### src/rtl/stopwatch_core_if.sv
// Signal bundle between the button debouncers, the stopwatch core and the display scan stage.
// All members are plain levels with no valid/ready handshake: inputs are sampled every clk edge, outputs are registered and always valid.
interface stopwatch_core_if;
   logic       sel_db;
   logic       adj_db;
   logic       clr_db;
   logic       pause_db;
   logic [3:0] min_tens;
   logic [3:0] min_ones;
   logic [3:0] sec_tens;
   logic [3:0] sec_ones;
   logic       paused;
   logic       adj_sel;
   logic       blink_on;

   modport master (
      output sel_db, adj_db, clr_db, pause_db,
      input  min_tens, min_ones, sec_tens, sec_ones, paused, adj_sel, blink_on
   );

   modport slave (
      input  sel_db, adj_db, clr_db, pause_db,
      output min_tens, min_ones, sec_tens, sec_ones, paused, adj_sel, blink_on
   );
endinterface

### src/rtl/stopwatch_core.sv
// MM:SS stopwatch with pause toggle, 2 Hz field adjust and clear.
// Keeps four BCD digits and display status flags; every output is registered.
module stopwatch_core #(
   parameter int unsigned DIV_1HZ = 100000000,
   parameter int unsigned DIV_2HZ = 50000000,
   parameter int unsigned CNT_W   = 27
) (
   input logic             clk,
   input logic             rst,
   stopwatch_core_if.slave sw
);

   typedef enum logic [1:0] {
      MODE_RUN    = 2'd0,
      MODE_ADJUST = 2'd1,
      MODE_CLEAR  = 2'd2
   } mode_t;

   localparam logic [CNT_W-1:0] P1_LAST = CNT_W'(DIV_1HZ - 1);
   localparam logic [CNT_W-1:0] P2_LAST = CNT_W'(DIV_2HZ - 1);
   localparam logic [CNT_W-1:0] CNT_ONE = CNT_W'(1);

   logic [CNT_W-1:0] p1;
   logic [CNT_W-1:0] p2;
   logic             pause_q;
   logic             paused_r;
   logic             adj_sel_r;
   logic             blink_r;
   logic [3:0]       min_tens_r;
   logic [3:0]       min_ones_r;
   logic [3:0]       sec_tens_r;
   logic [3:0]       sec_ones_r;

   mode_t            mode;
   logic             counting;
   logic             tick1;
   logic             tick2;
   logic             pause_rise;
   logic             sec_wrap;
   logic [7:0]       sec_next;
   logic [7:0]       min_next;

   // Increment a 00..59 BCD pair; 59 rolls over to 00.
   function automatic logic [7:0] bcd60_inc(input logic [3:0] tens, input logic [3:0] ones);
      logic [7:0] r;
      if (ones != 4'd9) begin
         r = {tens, ones + 4'd1};
      end else if (tens != 4'd5) begin
         r = {tens + 4'd1, 4'd0};
      end else begin
         r = 8'h00;
      end
      return r;
   endfunction

   always_comb begin
      mode = MODE_RUN;
      if (sw.clr_db) begin
         mode = MODE_CLEAR;
      end else if (sw.adj_db) begin
         mode = MODE_ADJUST;
      end
      counting   = (mode == MODE_RUN) && !paused_r;
      tick1      = counting && (p1 == P1_LAST);
      tick2      = (p2 == P2_LAST);
      pause_rise = sw.pause_db & ~pause_q;
      sec_wrap   = (sec_tens_r == 4'd5) && (sec_ones_r == 4'd9);
      sec_next   = bcd60_inc(sec_tens_r, sec_ones_r);
      min_next   = bcd60_inc(min_tens_r, min_ones_r);
   end

   // P1 keeps a partial second across pause/adjust so resuming is seamless.
   always_ff @(posedge clk or negedge rst) begin
      if (!rst) begin
         p1 <= '0;
         p2 <= '0;
      end else begin
         p2 <= tick2 ? '0 : p2 + CNT_ONE;
         if (mode == MODE_CLEAR) begin
            p1 <= '0;
         end else if (counting) begin
            p1 <= tick1 ? '0 : p1 + CNT_ONE;
         end
      end
   end

   // Pause toggles on every rising edge of the level, whatever the mode.
   always_ff @(posedge clk or negedge rst) begin
      if (!rst) begin
         pause_q   <= 1'b0;
         paused_r  <= 1'b0;
         adj_sel_r <= 1'b0;
         blink_r   <= 1'b1;
      end else begin
         pause_q   <= sw.pause_db;
         adj_sel_r <= sw.sel_db;
         if (pause_rise) begin
            paused_r <= ~paused_r;
         end
         if (!sw.adj_db) begin
            blink_r <= 1'b1;
         end else if (tick2) begin
            blink_r <= ~blink_r;
         end
      end
   end

   always_ff @(posedge clk or negedge rst) begin
      if (!rst) begin
         min_tens_r <= 4'd0;
         min_ones_r <= 4'd0;
         sec_tens_r <= 4'd0;
         sec_ones_r <= 4'd0;
      end else begin
         unique case (mode)
            MODE_CLEAR: begin
               min_tens_r <= 4'd0;
               min_ones_r <= 4'd0;
               sec_tens_r <= 4'd0;
               sec_ones_r <= 4'd0;
            end
            MODE_ADJUST: begin
               // Adjusting one field never carries into the other.
               if (tick2) begin
                  if (sw.sel_db) begin
                     {sec_tens_r, sec_ones_r} <= sec_next;
                  end else begin
                     {min_tens_r, min_ones_r} <= min_next;
                  end
               end
            end
            default: begin
               if (tick1) begin
                  {sec_tens_r, sec_ones_r} <= sec_next;
                  if (sec_wrap) begin
                     {min_tens_r, min_ones_r} <= min_next;
                  end
               end
            end
         endcase
      end
   end

   assign sw.min_tens = min_tens_r;
   assign sw.min_ones = min_ones_r;
   assign sw.sec_tens = sec_tens_r;
   assign sw.sec_ones = sec_ones_r;
   assign sw.paused   = paused_r;
   assign sw.adj_sel  = adj_sel_r;
   assign sw.blink_on = blink_r;

endmodule

### src/flat_wrapper.sv
// flat-port wrapper written by rule: the top's interface ports become plain ports
module stopwatch_core_flat 
#(
   parameter int unsigned DIV_1HZ = 100000000,
   parameter int unsigned DIV_2HZ = 50000000,
   parameter int unsigned CNT_W   = 27
)
  (clk, rst, sw_sel_db, sw_adj_db, sw_clr_db, sw_pause_db, sw_min_tens, sw_min_ones, sw_sec_tens, sw_sec_ones, sw_paused, sw_adj_sel, sw_blink_on);
  stopwatch_core_if sw_i ();
  input logic clk;
  input logic rst;
  input wire logic [$bits(sw_i.sel_db)-1:0] sw_sel_db;
  input wire logic [$bits(sw_i.adj_db)-1:0] sw_adj_db;
  input wire logic [$bits(sw_i.clr_db)-1:0] sw_clr_db;
  input wire logic [$bits(sw_i.pause_db)-1:0] sw_pause_db;
  output wire logic [$bits(sw_i.min_tens)-1:0] sw_min_tens;
  output wire logic [$bits(sw_i.min_ones)-1:0] sw_min_ones;
  output wire logic [$bits(sw_i.sec_tens)-1:0] sw_sec_tens;
  output wire logic [$bits(sw_i.sec_ones)-1:0] sw_sec_ones;
  output wire logic [$bits(sw_i.paused)-1:0] sw_paused;
  output wire logic [$bits(sw_i.adj_sel)-1:0] sw_adj_sel;
  output wire logic [$bits(sw_i.blink_on)-1:0] sw_blink_on;
  assign sw_i.sel_db = sw_sel_db;
  assign sw_i.adj_db = sw_adj_db;
  assign sw_i.clr_db = sw_clr_db;
  assign sw_i.pause_db = sw_pause_db;
  assign sw_min_tens = sw_i.min_tens;
  assign sw_min_ones = sw_i.min_ones;
  assign sw_sec_tens = sw_i.sec_tens;
  assign sw_sec_ones = sw_i.sec_ones;
  assign sw_paused = sw_i.paused;
  assign sw_adj_sel = sw_i.adj_sel;
  assign sw_blink_on = sw_i.blink_on;
  stopwatch_core #(.DIV_1HZ(DIV_1HZ), .DIV_2HZ(DIV_2HZ), .CNT_W(CNT_W)) u_core (.clk(clk), .rst(rst), .sw(sw_i));
endmodule
### config.mk
export PLATFORM = sky130hd
export DESIGN_NAME = stopwatch_core_flat
export DESIGN_NICKNAME = d
export VERILOG_FILES = /design/src/rtl/stopwatch_core_if.sv /design/src/rtl/stopwatch_core.sv /design/src/flat_wrapper.sv
export SDC_FILE = /design/constraint.sdc
export NUM_CORES = 1
export LEC_CHECK = 0
export ABC_AREA = 1
export CAP_MARGIN = 20
export CORE_MARGIN = 4
export CORE_UTILIZATION = 50
export DETAILED_ROUTE_END_ITERATION = 8
export HOLD_SLACK_MARGIN = 0.1
export PLACE_DENSITY = 0.71
export SLEW_MARGIN = 20
export SYNTH_ARGS = -nofsm -noshare
export SYNTH_HDL_FRONTEND = slang
export SYNTH_SLANG_ARGS = --single-unit
export TNS_END_PERCENT = 20
### constraint.sdc
create_clock -name clk -period 1.8 [get_ports clk]
set_clock_uncertainty 0.15 [all_clocks]
set_input_delay 0.36 -clock clk [delete_from_list [all_inputs] [get_ports clk]]
set_output_delay 0.36 -clock clk [all_outputs]
set_load 0.03 [all_outputs]
==> impl_metrics.csv <==
group,metric,value,unit
power,peakVddDrop,426,µV
synthesis,ys_seq_area_frac,0.390,
power,pwr-share-comb,0.151,
sta,hold_ws,0.328,ns
synthesis,synth_fa_ha_area_frac,0.0264,
power,pwr-share-seq,0.480,
cts,cts_sinks,74,
routing,viasPerCell,5.06,
synthesis,synth_nets,662,
routing,drt-initial-drc-count,223,
routing,drcViolationCount,0,
worst_setup_path,cp_slowest_cell,"dfrtp_1",
place,dpl_cell_area,5430,µm²
run_status,run_status,"complete, no violations",
floorplan,die_area,11100,µm²
worst_setup_path,critPathMaxStageDelay,0.39,ns
synthesis,synth-seq-cells,74,
worst_setup_path,path_max_fanout,7,
power,power.density,633,nW/µm²
routing,vias,4334,
synthesis,synthesis.area,4750,µm²
worst_hold_path,hold_class,"in -> reg",
place,post-dp-hpwl,8420,µm
cts,numCtsBuffers,9,
cts,clk_latency,0.35,ns
power,internal-power,2610,µW
global_route,grt_overflow,0,
sta,rsz0062_at_grt,"yes",
power,finalPower,3700,µW
job,max_cap_violations,0,
worst_setup_path,r2r_slack,0.03,ns
floorplan,fp-row-count,35,
sta,fin_crit,1.77,ns
global_route,grt_max_degree,32,
floorplan,die_x,105,µm
worst_setup_path,cp-end-kind,"flip-flop",
cells_and_area,final_common_cell,"nand2_1",
power,p_sw,1090,µW
cells_and_area,layout_common_cells,"nand2_1 (169), nor2_1 (94), inv_1 (77), dfrtp_1 (70), buf_4 (43)",
sta,setup_viol,0,
synthesis,ys_types,35,
synthesis,syn_avg_cell_area,7.35,µm²
routing,wl,11500,µm
cts,cts_root_buffer,"clkbuf_8",
cts,clkTransAtPathRegs,0.08,ns
synthesis,syn_inst,646,
sta,fin_crit_sh,0.982,
cells_and_area,area_growth,23.2,%
floorplan,io_pins,25,
cells_and_area,antenna_cells,0,
synthesis,synth_compound_area_frac,0.0356,
worst_setup_path,critPathArrivalTime,1.91,ns
routing,firstDrtPassIters,6,
global_route,grt_pass1_wl,19800,µm
cts,cts_tree,"done",
power,power.leakage,0.00283,µW
floorplan,die_h,105,µm
cts,htreeDepth,3,
cells_and_area,fin_util,0.633,
cells_and_area,fillCellCount,807,
worst_setup_path,startpoint_type,"flip-flop",
cells_and_area,nets,739,
global_route,grt_pass1_vias,4274,
synthesis,synth_top_family_by_area,"simple AND/OR/NAND/NOR gates",
worst_setup_path,critPathKind,"reg -> reg",
place,gp_congestion,0.964,
global_route,grt_usage,0.217,
floorplan,initial_core_util,0.514,
power,pwr-share-clk,0.369,
sta,worstMarginPinSlew,0.438,ns
sta,clock.fmax,566,MHz
synthesis,synthSimpleGateAreaFrac,0.395,
synthesis,yosysWarnings,0,
synthesis,synth_mux_area_frac,0,
worst_setup_path,required,1.94,ns
synthesis,synth_xor_area_frac,0.0701,
sta,max_slew_margin,0.708,
cells_and_area,drive_gt1_frac,0.194,
sta,hold_violations,0,
cells_and_area,fin_area,5850,µm²
place,numPortBuffers,24,
floorplan,coreArea,9240,µm²
cts,cts_buffer_depth,2,
routing,wl_per_cell,13.4,µm
global_route,antenna_found_initial,0,
worst_setup_path,crit_chain,"ha_2 > inv_2 > nor2_4 > nand2_4 > nor2_4 > nand2_2 > nand2_4 > buf_6 > clkbuf_16 > nand4_1 > nand2_1",
sta,slew_viol_final,0,
routing,detail-route-antenna-nets,0,
power,p_sw_frac,0.296,
[power groups by stage]
stage	registers, µW	logic (µW)	clock network (µW)
3_3_place_gp	1810	526	0
5_1_grt	1780	615	1470
6_report	1780	557	1370
3_5_place_dp	1810	536	0
4_1_cts	1780	515	1390
2_1_floorplan	1880	219	0
[worst max-delay path, delay by kind of cell, from the launching register on]
family	cells	cell delay, ns
adder cells (fa/ha/maj)	1	0.20
buffers and inverters	3	0.29
flip-flops	1	0.39
AND/OR/NAND/NOR	7	0.68
[path summary, 6_finish.rpt]
check / from / to / cells past startpoint
hold / removal: sw_pause_db / u_core.pause_q$_DFF_PN0_ / 1
max in group asynchronous: rst / u_core.sw.sec_tens[1]$_DFFE_PN0P_ / 3
setup reg to reg: u_core.p1[1]$_DFFE_PN0P_ / u_core.sw.sec_ones[1]$_DFFE_PN0P_ / 11
hold reg to reg: u_core.pause_q$_DFF_PN0_ / u_core.sw.paused$_DFFE_PN0P_ / 3
min in group asynchronous: rst / u_core.p2[7]$_DFF_PN0_ / 2
setup / recovery: u_core.p1[1]$_DFFE_PN0P_ / u_core.sw.sec_ones[1]$_DFFE_PN0P_ / 11
[cell type report]
cell class	instances	area, µm²	area share
multi-input cells	480	2610	0.447
flip-flops and latches	74	1860	0.318
repair buffers	76	704	0.120
inverters	82	308	0.0526
well taps	129	161	0.0276
clock buffers	10	138	0.0235
clock inverters	6	66.3	0.0113
[cell usage after synthesis, drive strengths merged]
master	number	area [µm²]
dfrtp	73	1830
and2	1	8.76
xor2	25	219
nand3b	2	15.0
o21bai	1	7.51
ha	10	125
a31oi	1	6.26
nand3	43	293
or2	1	6.26
a21o	3	22.5
and2b	1	7.51
nand2	192	758
o21ai	19	95.1
o211ai	1	7.51
inv	82	308
xnor2	13	114
nor2	110	480
nor3	21	116
dfstp	1	26.3
and3	1	6.26
nand4	29	181
buf	10	86.3
a21oi	6	30.0
[metrics by stage]
step / TNS, ns / instances / worst slack [ns]
after CTS: -0.0113 / 848 / -0.0113
after global routing: -1.24 / 857 / -0.105
after floorplan: 0 / 646 / 0.0161
final: 0 / 857 / 0.0321
after detailed placement: -10.27 / 831 / -0.296
after global placement: -8.08 / 831 / -0.233
[cell families (layout without fill, tap and decap cells)]
logic type	Yosys count	count (layout)
buf+inv	92	174
fa+ha+maj	10	10
compound gates	31	31
simple gates	401	401
flops	74	74
xor+xnor	38	38
[flip-flops by register name (all words and copies together), names as in the netlist]
signal / flops
u_core.p2: 27
u_core.sw.min_ones: 4
u_core.sw.paused: 1
u_core.sw.blink_on: 1
u_core.sw.min_tens: 4
u_core.pause_q: 1
u_core.sw.sec_ones: 4
u_core.sw.adj_sel: 1
u_core.p1: 27
u_core.sw.sec_tens: 4
[metal layers]
metal | wire length, µm | GRT usage | vias up
li1 | - | - | 2194
met4 | 242 | 0.0769 | 0
met5 | 0 | 0 | -
met1 | 5150 | 0.279 | 2026
met3 | 434 | 0.0367 | 19
met2 | 5650 | 0.367 | 95
[repair_timing]
| item | 4_1_cts | 5_1_grt |
|---|---|---|
| endpoints found under the setup margin | 46 | 50 |
| gates resized for setup | 23 | 49 |
| hold endpoints to repair | 27 | 0 |
| hold buffers | 1 | 0 |
| pin swaps | 2 | 10 |
| gates cloned | 0 | 2 |
| buffers inserted | 0 | 7 |
Power figures use the tool's default switching activity.
